`src/rtl/uart_tx_frame.sv`:
```
// uart_tx_frame: UART transmit framer driven by an sclk-synchronous baud
// square wave. A one-entry holding register feeds the shift register so
// frames go out back-to-back. Frame: start, DATA_W data bits (LSB first),
// optional parity, STOP_BITS stop bits.
// Optional feature: define UART_TX_PARITY_EN to insert a parity bit
// (even when PARITY_ODD=0, odd when PARITY_ODD=1).
//
// Handshake: a byte transfers on the sclk edge where tx_valid_i and
// tx_ready_o are both high; tx_ready_o is the inverse of the registered
// hold_full flag, so it never re-asserts in the cycle of an accept.
module uart_tx_frame #(
    parameter int DATA_W     = 8,
    parameter int STOP_BITS  = 1,
    parameter int PARITY_ODD = 0
) (
    input  logic              sclk,
    input  logic              rstn,
    input  logic              baud_clk_i,
    input  logic [DATA_W-1:0] tx_data_i,
    input  logic              tx_valid_i,
    output logic              tx_ready_o,
    output logic              txd_o,
    output logic              busy_o,
    output logic [2:0]        dbg_state
);

    // Elaboration-time guards on the legal parameter ranges.
    if (DATA_W < 5 || DATA_W > 8) begin : g_bad_data_w
        $error("uart_tx_frame: DATA_W must be 5..8");
    end
    if (STOP_BITS < 1 || STOP_BITS > 2) begin : g_bad_stop_bits
        $error("uart_tx_frame: STOP_BITS must be 1 or 2");
    end
    if (PARITY_ODD < 0 || PARITY_ODD > 1) begin : g_bad_parity_odd
        $error("uart_tx_frame: PARITY_ODD must be 0 or 1");
    end

    typedef enum logic [2:0] {
        IDLE   = 3'd0,
        START  = 3'd1,
        DATA   = 3'd2,
        PARITY = 3'd3,
        STOP   = 3'd4
    } state_t;

    localparam logic [2:0] LAST_BIT  = 3'(DATA_W - 1);
    localparam logic       STOP_LAST = 1'(STOP_BITS - 1);

    state_t              state, state_n;
    logic                baud_q;
    logic                tick;
    logic [DATA_W-1:0]   hold, hold_n;
    logic                hold_full, hold_full_n;
    logic [DATA_W-1:0]   shift, shift_n;
    logic [2:0]          bit_cnt, bit_cnt_n;
    logic                stop_cnt, stop_cnt_n;
    logic                txd_q, txd_n;
`ifdef UART_TX_PARITY_EN
    logic                par_q, par_n;
`endif

    // Rising edge of the baud wave marks one bit period; no synchroniser
    // since the generator runs on sclk.
    assign tick = baud_clk_i & ~baud_q;

    // State and datapath registers; reset forces the line idle high at once.
    always_ff @(posedge sclk or negedge rstn) begin
        if (!rstn) begin
            state     <= IDLE;
            baud_q    <= 1'b0;
            hold      <= '0;
            hold_full <= 1'b0;
            shift     <= '0;
            bit_cnt   <= 3'd0;
            stop_cnt  <= 1'b0;
            txd_q     <= 1'b1;
`ifdef UART_TX_PARITY_EN
            par_q     <= 1'b0;
`endif
        end else begin
            state     <= state_n;
            baud_q    <= baud_clk_i;
            hold      <= hold_n;
            hold_full <= hold_full_n;
            shift     <= shift_n;
            bit_cnt   <= bit_cnt_n;
            stop_cnt  <= stop_cnt_n;
            txd_q     <= txd_n;
`ifdef UART_TX_PARITY_EN
            par_q     <= par_n;
`endif
        end
    end

    // Next-state and datapath logic; every FSM move is gated by tick.
    always_comb begin
        state_n     = state;
        hold_n      = hold;
        hold_full_n = hold_full;
        shift_n     = shift;
        bit_cnt_n   = bit_cnt;
        stop_cnt_n  = stop_cnt;
        txd_n       = txd_q;
`ifdef UART_TX_PARITY_EN
        par_n       = par_q;
`endif

        // Accept into the holding register. Only possible while hold is
        // empty, so it never collides with the hold->shift load below.
        if (tx_valid_i && !hold_full) begin
            hold_n      = tx_data_i;
            hold_full_n = 1'b1;
        end

        case (state)
            IDLE: begin
                txd_n = 1'b1;
                if (tick && hold_full) begin
                    shift_n     = hold;
                    hold_full_n = 1'b0;
                    txd_n       = 1'b0;
                    state_n     = START;
`ifdef UART_TX_PARITY_EN
                    par_n       = (^hold) ^ 1'(PARITY_ODD);
`endif
                end
            end

            START: begin
                if (tick) begin
                    txd_n     = shift[0];
                    bit_cnt_n = 3'd0;
                    state_n   = DATA;
                end
            end

            DATA: begin
                if (tick) begin
                    shift_n = {1'b0, shift[DATA_W-1:1]};
                    if (bit_cnt == LAST_BIT) begin
`ifdef UART_TX_PARITY_EN
                        txd_n   = par_q;
                        state_n = PARITY;
`else
                        txd_n      = 1'b1;
                        stop_cnt_n = 1'b0;
                        state_n    = STOP;
`endif
                    end else begin
                        bit_cnt_n = bit_cnt + 3'd1;
                        txd_n     = shift[1];
                    end
                end
            end

`ifdef UART_TX_PARITY_EN
            PARITY: begin
                if (tick) begin
                    txd_n      = 1'b1;
                    stop_cnt_n = 1'b0;
                    state_n    = STOP;
                end
            end
`endif

            STOP: begin
                if (tick) begin
                    if (stop_cnt == STOP_LAST) begin
                        if (hold_full) begin
                            // Next byte is already waiting: start bit follows
                            // the last stop bit with no idle period.
                            shift_n     = hold;
                            hold_full_n = 1'b0;
                            txd_n       = 1'b0;
                            state_n     = START;
`ifdef UART_TX_PARITY_EN
                            par_n       = (^hold) ^ 1'(PARITY_ODD);
`endif
                        end else begin
                            txd_n   = 1'b1;
                            state_n = IDLE;
                        end
                    end else begin
                        stop_cnt_n = stop_cnt + 1'b1;
                    end
                end
            end

            default: begin
                txd_n   = 1'b1;
                state_n = IDLE;
            end
        endcase
    end

    assign tx_ready_o = ~hold_full;
    assign busy_o     = (state != IDLE) | hold_full;
    assign txd_o      = txd_q;
    assign dbg_state  = state;

endmodule
```
`config.mk`:
```
export PLATFORM = sky130hd
export DESIGN_NAME = uart_tx_frame
export DESIGN_NICKNAME = d
export VERILOG_FILES = /design/src/rtl/uart_tx_frame.sv
export SDC_FILE = /design/constraint.sdc
export NUM_CORES = 1
export LEC_CHECK = 0
export CORE_MARGIN = 3
export CORE_UTILIZATION = 41
export DETAILED_ROUTE_END_ITERATION = 16
export SLEW_MARGIN = 5
export SYNTH_ARGS = -nofsm -noshare
export SYNTH_HDL_FRONTEND = slang
export SYNTH_SLANG_ARGS = --single-unit
```
`constraint.sdc`:
```
create_clock -name sclk -period 1.8 [get_ports sclk]
set_input_delay 0.36 -clock sclk [delete_from_list [all_inputs] [get_ports sclk]]
set_output_delay 0.36 -clock sclk [all_outputs]
set_load 0.02 [all_outputs]
```
==> out/results.tsv <==
metric	value	unit
wl_met3	91	um
totalWireLength	2220	um
netlist_area	1230	um^2
r2r_slack	210	ps
wire_per_inst	13.5	um
wl_met2	1150	um
power_per_cell_area	1520	nW/um^2
grt_pass1_vias	814	
rows	19	
crit_family	buffers and inverters	
yosys.area.top_type_share	48.7	%
finalHoldViolCount	0	
cts-root-buf	clkbuf_4	
synth.most_common_cell	dfrtp_1	
relSlewSlack	78.5	%
clk-insertion-delay-late	310	ps
top_layer	met4	
antenna_found_initial	0	
core	2810	um^2
synth_edf_count	0	
drt-initial-drc-count	23	
dpl_worst_slack	122	ps
total_power	2.24	mW
skew	2.66	ps
cts-buffers-inserted	3	
fin_crit	1660	ps
gp_congestion	0.783	
grt_overflow_total	0	
syn_nets	126	
setup-violations-final	0	
ir_drop	0.000599	V
fillerInstances	272	
ant_nets	0	
path_max_fanout	3	
post_layout_nonfiller_instances	165	
share_comb_of_total_power	46.4	%
ys_seq_area_share	50.9	%
cts.sink_count	25	
dp_hpwl	1630	um
worst_pin_slew	322	ps
synth.avg_cell_area	11.0	um^2
p_int	1.40	mW
first_pass_iters	4	
area_growth	19.2	%
rsz0062_at_grt	false	
die_w	60.8	um
wl_met1	970	um
pin_count	18	
fin_ws	141	ps
dp.cells	161	
r2r-start	bit_cnt[0]	
synth_flop_cell	dfrtp_1	
pwr-share-seq	42.7	%
grt_pass1_wl	3580	um
critical_path.cell_chain	clkdlybuf4s50_1	
critPathSlowestCell	clkdlybuf4s50_1	
r2r_cells	5	
final_util	52.4	%
worstPathArrival	1300	ps
clock.fmax	603	MHz
via_per_inst	5.33	
clock_power_share	10.9	%
ys_seq_elements	25	
synth_cell_types	31	
syn_inst	112	
grt_use_total	13.1	%
worstSetupPathType	reg -> out	
port_buffers	17	
synth_commonest_cells	dfrtp_1, nand2_1, mux2_2, nor2_1	
die_area	3700	um^2
crit_required	1440	ps
htreeDepth	1	
ff_latch_area	628	um^2
cts_tree	yes	
start_util	43.9	%
finalCritPeriodShare	92.2	%
drc	0	
cts.path.max_buffers	2	
synth_top_area_cell	dfrtp_1	
synthTopCellsByArea	dfrtp_1, mux2_2, mux2i_1	
num_antenna_cells	0	
synth.yosys.warnings	0	
endpoint_kind	output pin	
slowest_delay	610	ps
worstPathBufferInverterCount	1	
drive_gt1_share	21.6	%
grt_max_degree	26	
final.setup.tns	0	ps
hp-class	in -> async	
r2r_end	bit_cnt[2]	
drv_cap	0	
status	complete, no violations	
crit_path_start_kind	flip-flop	
synthArstFlopShare	100	%
vias	880	
final_nets	149	
power.leakage	0.706	nW
cts.clk_slew.worst_paths	130	ps
multiInputGateArea	544	um^2
drv_slew	0	
swShare	37.7	%
power_switching	0.844	mW
die_y	60.8	um
==> state kept, by name (all words and copies together) (netlist names) <==
signal	count
shift	8
hold	8
bit_cnt	3
dbg_state	3
hold_full	1
baud_q	1
txd_o	1
==> cell type report <==
| class | count | area share, % |
|---|---|---|
| Inverter | 2 | 0.511 |
| Tap cell | 31 | 2.64 |
| Clock buffer | 4 | 1.79 |
| Timing Repair Buffer | 25 | 15.2 |
| Sequential cell | 25 | 42.8 |
| Multi-Input combinational cell | 78 | 37.1 |
==> per-stage QoR <==
stage               hold WS, ps  area [um^2]
CTS                         401         1470
global route                400         1470
finish                      396         1470
floorplan                  64.4         1230
detailed placement          474         1450
global placement            464         1450
==> cells by family (layout without fill, tap and decap cells) <==
| family | after synthesis | after routing | synth area share, % |
|---|---|---|---|
| mux | 18 | 18 | 15.7 |
| flops | 25 | 25 | 50.9 |
| compound gates | 21 | 21 | 11.1 |
| simple gates | 36 | 36 | 14.6 |
| buf+inv | 9 | 31 | 4.97 |
| xor+xnor | 1 | 1 | 0.711 |
| fa+ha+maj | 2 | 2 | 2.03 |
==> routing by layer <==
layer  vias to the layer above  track usage [%]
li1                        429                -
met1                       430             15.9
met2                        19             24.0
met3                         2             1.91
met4                         0             3.72
met5                         -                0
==> worst max path at each step <==
| stage | cells past startpoint | to | from |
|---|---|---|---|
| 6_report | 1 | dbg_state[1] | dbg_state[1] |
| 5_1_grt | 1 | dbg_state[1] | dbg_state[1] |
| 4_1_cts | 1 | dbg_state[1] | dbg_state[1] |
| 3_5_place_dp | 5 | bit_cnt[1] | baud_clk_i |
| 3_3_place_gp | 5 | bit_cnt[1] | baud_clk_i |
| 2_1_floorplan | 5 | bit_cnt[0] | bit_cnt[0] |
==> repair_timing <==
action,CTS,global route
buffers inserted,0,0
gates resized for setup,6,0
hold buffers,0,0
endpoints found under the setup margin,5,0
==> power groups by stage <==
stage	clock (mW)	combinational (mW)	sequential, mW
2_1_floorplan	0	0.776	0.966
3_3_place_gp	0	1.06	0.959
3_5_place_dp	0	1.09	0.967
4_1_cts	0.261	1.05	0.958
5_1_grt	0.285	1.17	0.986
6_report	0.244	1.04	0.957
==> placed cells by master (no fill, tap or decap), drive strengths merged, types with 3 or more instances in the layout <==
cell type / n
buf: 8
a21oi: 4
dlygate4sd2: 5
mux2i: 7
mux2: 11
nor2: 9
clkdlybuf4s50: 12
nand2: 14
nand2b: 3
clkbuf: 4
a22oi: 3
dfrtp: 24
o21ai: 11
No activity file was read; power rests on OpenSTA's default activity.
